`config.mk`:
```
export PLATFORM = sky130hd
export DESIGN_NAME = fire_expand_sequencer_flat
export DESIGN_NICKNAME = d
export VERILOG_FILES = /design/src/rtl/fire_expand_sequencer_if.sv /design/src/rtl/fire_expand_sequencer.sv /design/src/flat_wrapper.sv
export SDC_FILE = /design/constraint.sdc
export NUM_CORES = 1
export LEC_CHECK = 0
export ABC_AREA = 1
export ABC_CLOCK_PERIOD_IN_PS = 3100
export CAP_MARGIN = 10
export CORE_UTILIZATION = 37
export CTS_CLUSTER_SIZE = 28
export DETAILED_ROUTE_END_ITERATION = 8
export GPL_TIMING_DRIVEN = 1
export SLEW_MARGIN = 20
export SYNTH_ARGS = -nofsm -noshare
export SYNTH_HDL_FRONTEND = slang
export SYNTH_SLANG_ARGS = --single-unit
export TNS_END_PERCENT = 20
```
`constraint.sdc`:
```
create_clock -name clk -period 3.1 [get_ports clk]
set_clock_uncertainty 0.15 [all_clocks]
set_input_delay 0.465 -clock clk [delete_from_list [all_inputs] [get_ports clk]]
set_output_delay 0.465 -clock clk [all_outputs]
set_load 0.01 [all_outputs]
```
`src/rtl/fire_expand_sequencer_if.sv`:
```
// Scheduler/RAM/layer-facing signals of the fire expand sequencer.
// The sequencer uses the slave view; the scheduler/testbench side uses master.
interface fire_expand_sequencer_if #(
  parameter int WIDTH  = 16,
  parameter int ADDR_W = 13,
  parameter int PIX_W  = 7
);
  logic              start_i;
  logic              ifm_stall_i;
  logic              ifm_rd_en_o;
  logic [ADDR_W-1:0] ifm_rd_addr_o;
  logic [WIDTH-1:0]  ifm_rd_data_i;
  logic              layer_en_o;
  logic [WIDTH-1:0]  ifm_o;
  logic              layer_sample_i;
  logic              ofm_wr_en_o;
  logic [PIX_W-1:0]  ofm_wr_addr_o;
  logic              busy_o;
  logic              done_o;
  logic              done_ack_i;

  modport slave (
    input  start_i, ifm_stall_i, ifm_rd_data_i, layer_sample_i, done_ack_i,
    output ifm_rd_en_o, ifm_rd_addr_o, layer_en_o, ifm_o,
           ofm_wr_en_o, ofm_wr_addr_o, busy_o, done_o
  );

  modport master (
    output start_i, ifm_stall_i, ifm_rd_data_i, layer_sample_i, done_ack_i,
    input  ifm_rd_en_o, ifm_rd_addr_o, layer_en_o, ifm_o,
           ofm_wr_en_o, ofm_wr_addr_o, busy_o, done_o
  );
endinterface

```
`src/rtl/fire_expand_sequencer.sv`:
```
// Streams CHIN channel beats plus one pad beat per pixel into a 1x1 expand layer,
// turns the layer's sample pulses into output-RAM writes and signals done/ack.
module fire_expand_sequencer #(
  parameter int WOUT   = 8,
  parameter int CHIN   = 112,
  parameter int WIDTH  = 16,
  parameter int ADDR_W = $clog2(WOUT*WOUT*CHIN),
  parameter int PIX_W  = $clog2(WOUT*WOUT)+1
) (
  input  logic                    clk,
  input  logic                    rst,
  fire_expand_sequencer_if.slave  bus
);

  localparam int NPIX = WOUT*WOUT;
  localparam int CH_W = $clog2(CHIN+1);

  typedef enum logic [1:0] {S_IDLE, S_STREAM, S_DRAIN, S_DONE} state_t;

  state_t            r_state;
  logic [PIX_W-1:0]  r_pix;
  logic [CH_W-1:0]   r_ch;
  logic [PIX_W-1:0]  r_smp;
  logic [PIX_W-1:0]  r_wr_addr;
  logic              r_wr_en;
  logic              r_layer_en;
  logic              r_prev_rd;
  logic              r_busy;
  logic              r_done;

  logic              w_issue;
  logic              w_pad;
  logic              w_read;
  logic              w_take;
  logic [ADDR_W-1:0] w_addr;
  logic [WIDTH-1:0]  w_ifm;

  assign w_issue = (r_state == S_STREAM) && !bus.ifm_stall_i;
  assign w_pad   = (r_ch == CH_W'(CHIN));
  assign w_read  = w_issue && !w_pad;
  assign w_addr  = ADDR_W'(r_pix) * ADDR_W'(CHIN) + ADDR_W'(r_ch);
  assign w_take  = bus.layer_sample_i
                && ((r_state == S_STREAM) || (r_state == S_DRAIN))
                && (r_smp != PIX_W'(NPIX));

  // RAM data lands in the same cycle as the registered enable, so only the
  // select is registered; pad beats and stalled slots present zero.
  assign w_ifm = r_prev_rd ? bus.ifm_rd_data_i : '0;

  always_ff @(posedge clk or negedge rst) begin
    if (!rst) begin
      r_state    <= S_IDLE;
      r_pix      <= '0;
      r_ch       <= '0;
      r_smp      <= '0;
      r_wr_addr  <= '0;
      r_wr_en    <= 1'b0;
      r_layer_en <= 1'b0;
      r_prev_rd  <= 1'b0;
      r_busy     <= 1'b0;
      r_done     <= 1'b0;
    end else begin
      r_layer_en <= w_issue;
      r_prev_rd  <= w_read;
      r_wr_en    <= w_take;
      r_wr_addr  <= w_take ? r_smp : '0;
      if (w_take) begin
        r_smp <= r_smp + 1'b1;
      end

      case (r_state)
        S_IDLE: begin
          if (bus.start_i) begin
            r_state <= S_STREAM;
            r_busy  <= 1'b1;
            r_pix   <= '0;
            r_ch    <= '0;
          end
        end
        S_STREAM: begin
          if (w_issue) begin
            if (w_pad) begin
              r_ch <= '0;
              if (r_pix == PIX_W'(NPIX-1)) begin
                r_state <= S_DRAIN;
              end else begin
                r_pix <= r_pix + 1'b1;
              end
            end else begin
              r_ch <= r_ch + 1'b1;
            end
          end
        end
        S_DRAIN: begin
          if (r_smp == PIX_W'(NPIX)) begin
            r_state <= S_DONE;
            r_busy  <= 1'b0;
            r_done  <= 1'b1;
          end
        end
        S_DONE: begin
          // An ack wins over a coincident start: the start is simply dropped.
          if (bus.done_ack_i) begin
            r_state <= S_IDLE;
            r_done  <= 1'b0;
            r_pix   <= '0;
            r_ch    <= '0;
            r_smp   <= '0;
          end
        end
        default: r_state <= S_IDLE;
      endcase
    end
  end

  assign bus.ifm_rd_en_o   = w_read;
  assign bus.ifm_rd_addr_o = w_read ? w_addr : '0;
  assign bus.layer_en_o    = r_layer_en;
  assign bus.ifm_o         = w_ifm;
  assign bus.ofm_wr_en_o   = r_wr_en;
  assign bus.ofm_wr_addr_o = r_wr_addr;
  assign bus.busy_o        = r_busy;
  assign bus.done_o        = r_done;

endmodule

```
`src/flat_wrapper.sv`:
```
// flat-port wrapper written by rule: the top's interface ports become plain ports
module fire_expand_sequencer_flat 
#(
  parameter int WOUT   = 8,
  parameter int CHIN   = 112,
  parameter int WIDTH  = 16,
  parameter int ADDR_W = $clog2(WOUT*WOUT*CHIN),
  parameter int PIX_W  = $clog2(WOUT*WOUT)+1
)
  (clk, rst, bus_start_i, bus_ifm_stall_i, bus_ifm_rd_data_i, bus_layer_sample_i, bus_done_ack_i, bus_ifm_rd_en_o, bus_ifm_rd_addr_o, bus_layer_en_o, bus_ifm_o, bus_ofm_wr_en_o, bus_ofm_wr_addr_o, bus_busy_o, bus_done_o);
  fire_expand_sequencer_if #(.WIDTH(WIDTH), .ADDR_W(ADDR_W), .PIX_W(PIX_W)) bus_i ();
  input  logic clk;
  input  logic rst;
  input wire logic [$bits(bus_i.start_i)-1:0] bus_start_i;
  input wire logic [$bits(bus_i.ifm_stall_i)-1:0] bus_ifm_stall_i;
  input wire logic [$bits(bus_i.ifm_rd_data_i)-1:0] bus_ifm_rd_data_i;
  input wire logic [$bits(bus_i.layer_sample_i)-1:0] bus_layer_sample_i;
  input wire logic [$bits(bus_i.done_ack_i)-1:0] bus_done_ack_i;
  output wire logic [$bits(bus_i.ifm_rd_en_o)-1:0] bus_ifm_rd_en_o;
  output wire logic [$bits(bus_i.ifm_rd_addr_o)-1:0] bus_ifm_rd_addr_o;
  output wire logic [$bits(bus_i.layer_en_o)-1:0] bus_layer_en_o;
  output wire logic [$bits(bus_i.ifm_o)-1:0] bus_ifm_o;
  output wire logic [$bits(bus_i.ofm_wr_en_o)-1:0] bus_ofm_wr_en_o;
  output wire logic [$bits(bus_i.ofm_wr_addr_o)-1:0] bus_ofm_wr_addr_o;
  output wire logic [$bits(bus_i.busy_o)-1:0] bus_busy_o;
  output wire logic [$bits(bus_i.done_o)-1:0] bus_done_o;
  assign bus_i.start_i = bus_start_i;
  assign bus_i.ifm_stall_i = bus_ifm_stall_i;
  assign bus_i.ifm_rd_data_i = bus_ifm_rd_data_i;
  assign bus_i.layer_sample_i = bus_layer_sample_i;
  assign bus_i.done_ack_i = bus_done_ack_i;
  assign bus_ifm_rd_en_o = bus_i.ifm_rd_en_o;
  assign bus_ifm_rd_addr_o = bus_i.ifm_rd_addr_o;
  assign bus_layer_en_o = bus_i.layer_en_o;
  assign bus_ifm_o = bus_i.ifm_o;
  assign bus_ofm_wr_en_o = bus_i.ofm_wr_en_o;
  assign bus_ofm_wr_addr_o = bus_i.ofm_wr_addr_o;
  assign bus_busy_o = bus_i.busy_o;
  assign bus_done_o = bus_i.done_o;
  fire_expand_sequencer #(.WOUT(WOUT), .CHIN(CHIN), .WIDTH(WIDTH), .ADDR_W(ADDR_W), .PIX_W(PIX_W)) u_core (.clk(clk), .rst(rst), .bus(bus_i));
endmodule
```
==> impl_metrics.py <==
metrics = {
    "logic_synthesis": {
        "synth_largest_area_cell": "dfrtp_1",
        "synth-seq-cells": 35,
        "synthMuxAreaShare_pct": 0,
        "synth.distinct_cells": 29,
        "synth-simple-area-share_pct": 28.5,
        "synth_fp_nets": 423,
        "synth_seq_area_share_pct": 32.3,
        "yosysTopAreaCellShare_pct": 32.3,
        "synth_adder_area_share_pct": 17.0,
        "synth_xor_xnor_area_share_pct": 2.26,
        "synth_edf_count": 0,
        "synth.top_cells.by_area": "dfrtp_1 (32%), nand2_1 (12%), ha_1 (11%), inv_1 (10%), fa_1 (5.9%)",
        "syn-cell-area_mm2": 0.00271,
        "synthArstFlopShare_pct": 100,
        "synth_common_cells": "nand2_1 (85), inv_1 (72), nor2_1 (37)",
        "yosys_warnings": 0,
        "ys.flop_type": "dfrtp_1",
        "syn_avg_cell_area_um2": 7.35,
        "synth_cells": 369,
        "synth-compound-area-share_pct": 7.61,
        "synth_top_family_by_area": "simple AND/OR/NAND/NOR gates",
        "yosysMostFrequentCell": "nand2_1",
    },
    "cells_and_area": {
        "final_net_count": 515,
        "final_cell_area_mm2": 0.00380,
        "area_growth_pct": 40.2,
        "instances_no_fill": 558,
        "drive_gt1_share_pct": 18.0,
        "antenna_cells": 0,
    },
    "detailed_routing": {
        "wirelength_mm": 6.02,
        "via_per_inst": 4.49,
        "detail_route.wl_per_cell_um": 10.8,
        "vias": 2506,
        "remaining_drc_errors": 0,
        "drtIter0Drc": 72,
        "dr.pass1.iters": 4,
        "antenna_left": 0,
    },
    "place": {
        "placedCellCount": 547,
        "dp_slack_ns": -0.400,
        "port-buffer-count": 62,
        "place_congestion": 0.831,
        "hpwl_mm": 4.69,
        "place_area_mm2": 0.00361,
    },
    "global_routing": {
        "grt_max_degree": 36,
        "grt_antenna_before_repair": 0,
        "grt_pass1_vias": 2360,
        "grt_pass1_wl_mm": 10.2,
        "track_usage_pct": 16.6,
        "gr-total-overflow": 0,
    },
    "sta": {
        "relSlewSlack_pct": 69.4,
        "maxSlewViolCount": 0,
        "fin_ws_ns": -0.151,
        "setup_viol": 6,
        "finalHoldViolCount": 0,
        "rsz0062_at_grt": "true",
        "fin_crit_sh_pct": 105,
        "fin_crit_ns": 3.25,
        "fmax_mhz": 308,
        "tightest_slew_ns": 0.458,
    },
    "floorplanning": {
        "std_cell_rows": 30,
        "dieArea_mm2": 0.00768,
        "die_h_um": 87.6,
        "core_mm2": 0.00694,
        "num_io_pins": 63,
        "initial_core_util_pct": 39.1,
        "die_x_um": 87.6,
    },
    "clocking": {
        "cts_max_path_buffers": 2,
        "h-tree-depth": 2,
        "cts.sink_count": 35,
        "postCtsHoldBufs": 0,
        "cts_tree": "done",
        "cts_made_buffers": 5,
        "worstSkewPairLatency_ns": 0.28,
        "cts-root-buf": "clkbuf_8",
        "clk_pin_slew_worst_paths_ns": 0.07,
    },
    "worst_setup_path": {
        "cp-startpoint": "u_core.r_pix[1]$_DFFE_PN0P_",
        "rr_worst_depth": 12,
        "r2r_start": "u_core.r_state[1]$_DFFE_PN0P_",
        "path_class": "flip-flop to output port",
        "required_ns": 2.48,
        "critPathCaptureType": "output port",
        "start_kind": "flip-flop",
        "r2r_end": "u_core.r_pix[1]$_DFFE_PN0P_",
        "critPathArrivalTime_ns": 2.64,
        "path_max_fanout": 3,
        "reg2reg_slack_ns": 1.01,
        "cp-endpoint": "bus_ifm_rd_addr_o[10]",
    },
    "pwr": {
        "power.leakage_uw": 0.00206,
        "max-vdd-ir-drop_mv": 0.432,
        "powerDensity_mw_per_mm2": 685,
    },
    "min_path": {
        "min_path_cells": 1,
        "hold_class": "flip-flop to flip-flop",
    },
    "run_status": {
        "failed_checks": "negative setup slack",
        "status": "complete, but fails checks",
    },
    "flow_run": {
        "cap_violations": 0,
    },
}
## state kept, by name, indices dropped and copies added, names as in the netlist
name                      count
u_core.bus.busy_o             1
u_core.bus.done_o             1
u_core.bus.layer_en_o         1
u_core.bus.ofm_wr_addr_o      7
u_core.bus.ofm_wr_en_o        1
u_core.r_ch                   7
u_core.r_pix                  7
u_core.r_prev_rd              1
u_core.r_smp                  7
u_core.r_state                2
## timing repair
action	in CTS	in global routing
setup endpoints to repair	7	7
pin swaps	7	5
setup buffers	1	2
resized for setup	39	9
## routing by layer
layer | vias to the layer above | global-route usage, % | wire length (µm)
met5 | - | 0 | 0
met4 | 0 | 4.02 | 23
met3 | 2 | 2.83 | 183
met2 | 32 | 30.3 | 3010
met1 | 1155 | 20.2 | 2800
li1 | 1317 | - | -
## layout by cell type (no fill, tap or decap), drive strengths merged
master | Yosys | layout
a21oi | 17 | 17
buf | 3 | 34
bufinv | 0 | 2
clkbuf | 2 | 7
clkdlybuf4s50 | 0 | 55
clkinv | 1 | 1
dfrtp | 35 | 35
fa | 8 | 8
ha | 24 | 24
inv | 77 | 77
nand2 | 92 | 92
nand3 | 25 | 25
nand4 | 5 | 5
nor2 | 41 | 41
nor3 | 7 | 7
nor3b | 1 | 1
o21ai | 18 | 18
o22a | 1 | 1
o31ai | 2 | 2
or2 | 3 | 3
xor2 | 7 | 7
## layout make-up
| cell class | count | area [µm²] |
|---|---|---|
| Fill cell | 674 | 3140 |
| Multi-Input combinational cell | 251 | 1580 |
| Sequential cell | 35 | 876 |
| Timing Repair Buffer | 90 | 796 |
| Inverter | 78 | 300 |
| Tap cell | 96 | 120 |
| Clock buffer | 6 | 72.6 |
| Clock inverter | 2 | 60.1 |
## where the power goes
group	leakage, µW	switching, µW	internal [µW]
combinational	0.00154	801	594
sequential	0.000458	125	601
clock	0.0000654	163	322
## cell families (layout without fill, tap and decap cells)
| family | after synthesis | in the layout |
|---|---|---|
| DFF | 35 | 35 |
| and+or+nand+nor | 174 | 174 |
| AOI/OAI and AO/OA | 38 | 38 |
| xor gates and xnor gates | 7 | 7 |
| adders and majority gates | 32 | 32 |
| buffers and inverters | 83 | 176 |
## metrics by stage
step	utilization [%]	TNS [ns]	total power [µW]	hold slack (ns)
floorplan	-	0	1610	0.0194
global placement	51.9	-1.27	2070	0.353
detailed placement	51.9	-1.71	2100	0.343
CTS	54.3	-1.05	2630	0.364
global route	54.8	-1.49	2830	0.405
finish	54.8	-0.550	2610	0.361
## worst min-delay path by stage
stage                                   from                             to  slack [ns]
6_report       u_core.bus.done_o$_DFFE_PN0P_  u_core.bus.done_o$_DFFE_PN0P_        0.36
5_1_grt        u_core.bus.done_o$_DFFE_PN0P_  u_core.bus.done_o$_DFFE_PN0P_        0.41
4_1_cts        u_core.bus.done_o$_DFFE_PN0P_  u_core.bus.done_o$_DFFE_PN0P_        0.36
3_5_place_dp   u_core.bus.done_o$_DFFE_PN0P_  u_core.bus.done_o$_DFFE_PN0P_        0.34
3_3_place_gp   u_core.bus.done_o$_DFFE_PN0P_  u_core.bus.done_o$_DFFE_PN0P_        0.35
2_1_floorplan                            rst  u_core.bus.busy_o$_DFFE_PN0P_        0.02
## worst max-delay path: stages (launching register included)
cell and delay, ns:
dfrtp_1 0.43, fa_1 0.53, ha_2 0.19, inv_2 0.04, fa_2 0.41, inv_2 0.10
nand2_4 0.06, nor2_4 0.11, nand2_2 0.07, o21ai_0 0.23, a21oi_2 0.04, buf_2 0.14
(Power assumes the default switching activity.)
==> variant: new RTL, same settings <==
`CHIN` is set to 112 in 2 places; all go to 168.
--- a/src/rtl/fire_expand_sequencer.sv
+++ b/src/rtl/fire_expand_sequencer.sv
@@ -2,7 +2,7 @@
 // turns the layer's sample pulses into output-RAM writes and signals done/ack.
 module fire_expand_sequencer #(
   parameter int WOUT   = 8,
-  parameter int CHIN   = 112,
+  parameter int CHIN   = 168,
   parameter int WIDTH  = 16,
   parameter int ADDR_W = $clog2(WOUT*WOUT*CHIN),
   parameter int PIX_W  = $clog2(WOUT*WOUT)+1
--- a/src/flat_wrapper.sv
+++ b/src/flat_wrapper.sv
@@ -2,7 +2,7 @@
 module fire_expand_sequencer_flat 
 #(
   parameter int WOUT   = 8,
-  parameter int CHIN   = 112,
+  parameter int CHIN   = 168,
   parameter int WIDTH  = 16,
   parameter int ADDR_W = $clog2(WOUT*WOUT*CHIN),
   parameter int PIX_W  = $clog2(WOUT*WOUT)+1
Interface: changed (resized bus_ifm_rd_addr_o); port bits go from 63 to 64. The function was not compared with the original's and may differ.
==> variant against the unedited design <==
The flow still finishes with violations (setup timing). Area after synthesis grew 8.1%. Worst setup slack worse by 0.25 ns. Sequential cell count is 1 higher. Cell area increased by 9.9%. Power up 1.0%. Register-to-register slack is essentially flat. Synthesized cell count rose by 9.8%. Routed wire length rose by 12%. Critical endpoint is now bus_ifm_rd_addr_o[13]. Largest power group unchanged. Highest routed layer unchanged.
==> variant: results (changes against the unedited design) <==
Finish
  – Area of all placed cells without fillers: 4180 um2 (+9.9%)
  – Fill cell instance count of the final layout: 733 (+8.8%)
  – Non-Filler Instances: 601 (+7.7%)
  – Fraction of final layout cells with drive strength greater than 1: 0.192 (+0.0127)

Placed design
  – Final weighted congestion in routability-driven placement: 0.898 (+8.1%)
  – IO Port Bufs: 63 (+1.6%)
  – Hpwl dp: 5150 um (+9.8%)
  – Total instance count after detailed placement: 592 (+8.2%)
  – Setup Slack @ Placement: -0.607 ns (-0.208 ns)

Route
  – Routed WL per cell: 11.2 um (+4.0%)
  – DRC violation total after the first TritonRoute iteration: 56 (-22%)
  – Via density per instance: 4.61 (+2.6%)

GRT
  – Total global-route track usage: 0.165 (-0.00106)
  – Maximum number of pins on one net before global-route repair: 37 (+2.8%)
  – Wire length of the first global-routing pass: 11200 um (+10%)

Critical path
  – Largest stage delay, worst path: 0.51 ns (-0.02 ns)
  – Endpoint arrival time on the critical path: 2.89 ns (+0.25 ns)
  – Maximum fanout count along the critical path: 6 (+3)

Power and ir drop
  – Peak VDD IR: 531 uV (+23%)
  – Power Internal: 1500 uW (-1.2%)
  – Leakage dissipation: 0.00221 uW (+7.3%)

Outcome
  – Failing checks: setup timing
  – Outcome: complete, but fails checks

Worst hold path
  – Hold WC Path Type: primary input to asynchronous set/reset pin

Yosys
  – Leading post-synthesis cells by cell area: sky130_fd_sc_hd__dfrtp_1 31%, sky130_fd_sc_hd__ha_1 15%, sky130_fd_sc_hd__nand2_1 13%
  – Ranking of synthesized cells by instance count: 98 x sky130_fd_sc_hd__nand2_1, 68 x sky130_fd_sc_hd__inv_1, 45 x sky130_fd_sc_hd__nor2_1, 36 x sky130_fd_sc_hd__dfrtp_1, 36 x sky130_fd_sc_hd__ha_1
  – Mapped Nets: 466 (+10%)
  – Portion of the post-synthesis area used by sequential elements: 0.307 (-0.0156)
  – Syn_area_per_cell: 7.24 um2 (-1.5%)

Timing
  – Transition at the pin with the smallest max-transition slack: 0.800 ns (+0.342 ns)
  – Post-route setup slack: -0.406 ns (-0.255 ns)
  – Setup violation total in the final timing report: 7 (+1)

CTS
  – Clock Tree Root: sky130_fd_sc_hd__clkbuf_8
## variant: changes by cell type after synthesis, sizes merged, moves of 3 or more
cell	change
ha	+12
nor3	-3
a21oi	+9
fa	-5
nand4	-3
nor2	+9
nand2	+10
inv	-4
nand3	+8
## variant: how the worst max path moves through the flow
stage,startpoint,end
3_5_place_dp,u_core.r_pix[4],bus_ifm_rd_addr_o[13]
6_report,u_core.r_pix[2],bus_ifm_rd_addr_o[13]
4_1_cts,u_core.r_pix[2],bus_ifm_rd_addr_o[12]
2_1_floorplan,u_core.r_pix[4],bus_ifm_rd_addr_o[13]
3_3_place_gp,u_core.r_pix[4],bus_ifm_rd_addr_o[11]
5_1_grt,u_core.r_pix[2],bus_ifm_rd_addr_o[13]
## variant: final cells by class
cell class	instances	area share
flip-flops and latches	36	0.216
clock inverters	3	0.0102
clock buffers	5	0.0165
multi-input cells	292	0.471
repair buffers	90	0.190
inverters	73	0.0661
well taps	102	0.0305
## variant: timing repair
action                     in CTS  in global routing
setup endpoints to repair       8                  8
pin swaps                       5                 15
setup buffers                   2                  0
resized for setup              42                 29
## variant: metal layers
| metal | share of wire | vias to the layer above | routed length (um) | global-route usage |
|---|---|---|---|---|
| li1 | - | 1463 | - | - |
| met1 | 0.44 | 1253 | 2950 | 0.205 |
| met2 | 0.52 | 46 | 3480 | 0.297 |
| met3 | 0.036 | 7 | 241 | 0.0226 |
| met4 | 0.010 | 0 | 68 | 0.0450 |
| met5 | 0 | - | 0 | 0 |
## variant: stage by stage
stage / setup TNS [ns] / hold slack (ns) / power (uW)
global placement: -3.12 / 0.339 / 2130
floorplan: -0.203 / 0.0194 / 1640
detailed placement: -3.30 / 0.334 / 2160
global route: -3.09 / 0.176 / 2870
finish: -1.99 / 0.108 / 2630
CTS: -2.81 / 0.137 / 2610
## variant: power by group through the flow
stage	Combinational [uW]	Sequential, uW	Clock (uW)
after floorplan	876	761	0
after global placement	1380	752	0
after detailed placement	1400	756	0
after CTS	1440	748	424
after global routing	1650	776	441
final	1460	754	414
## variant: logic make-up after synthesis
logic type | synth area share
AOI/OAI and AO/OA | 0.0943
xor gates and xnor gates | 0.0299
adders and majority gates | 0.174
buffers and inverters | 0.105
DFF | 0.307
and+or+nand+nor | 0.290
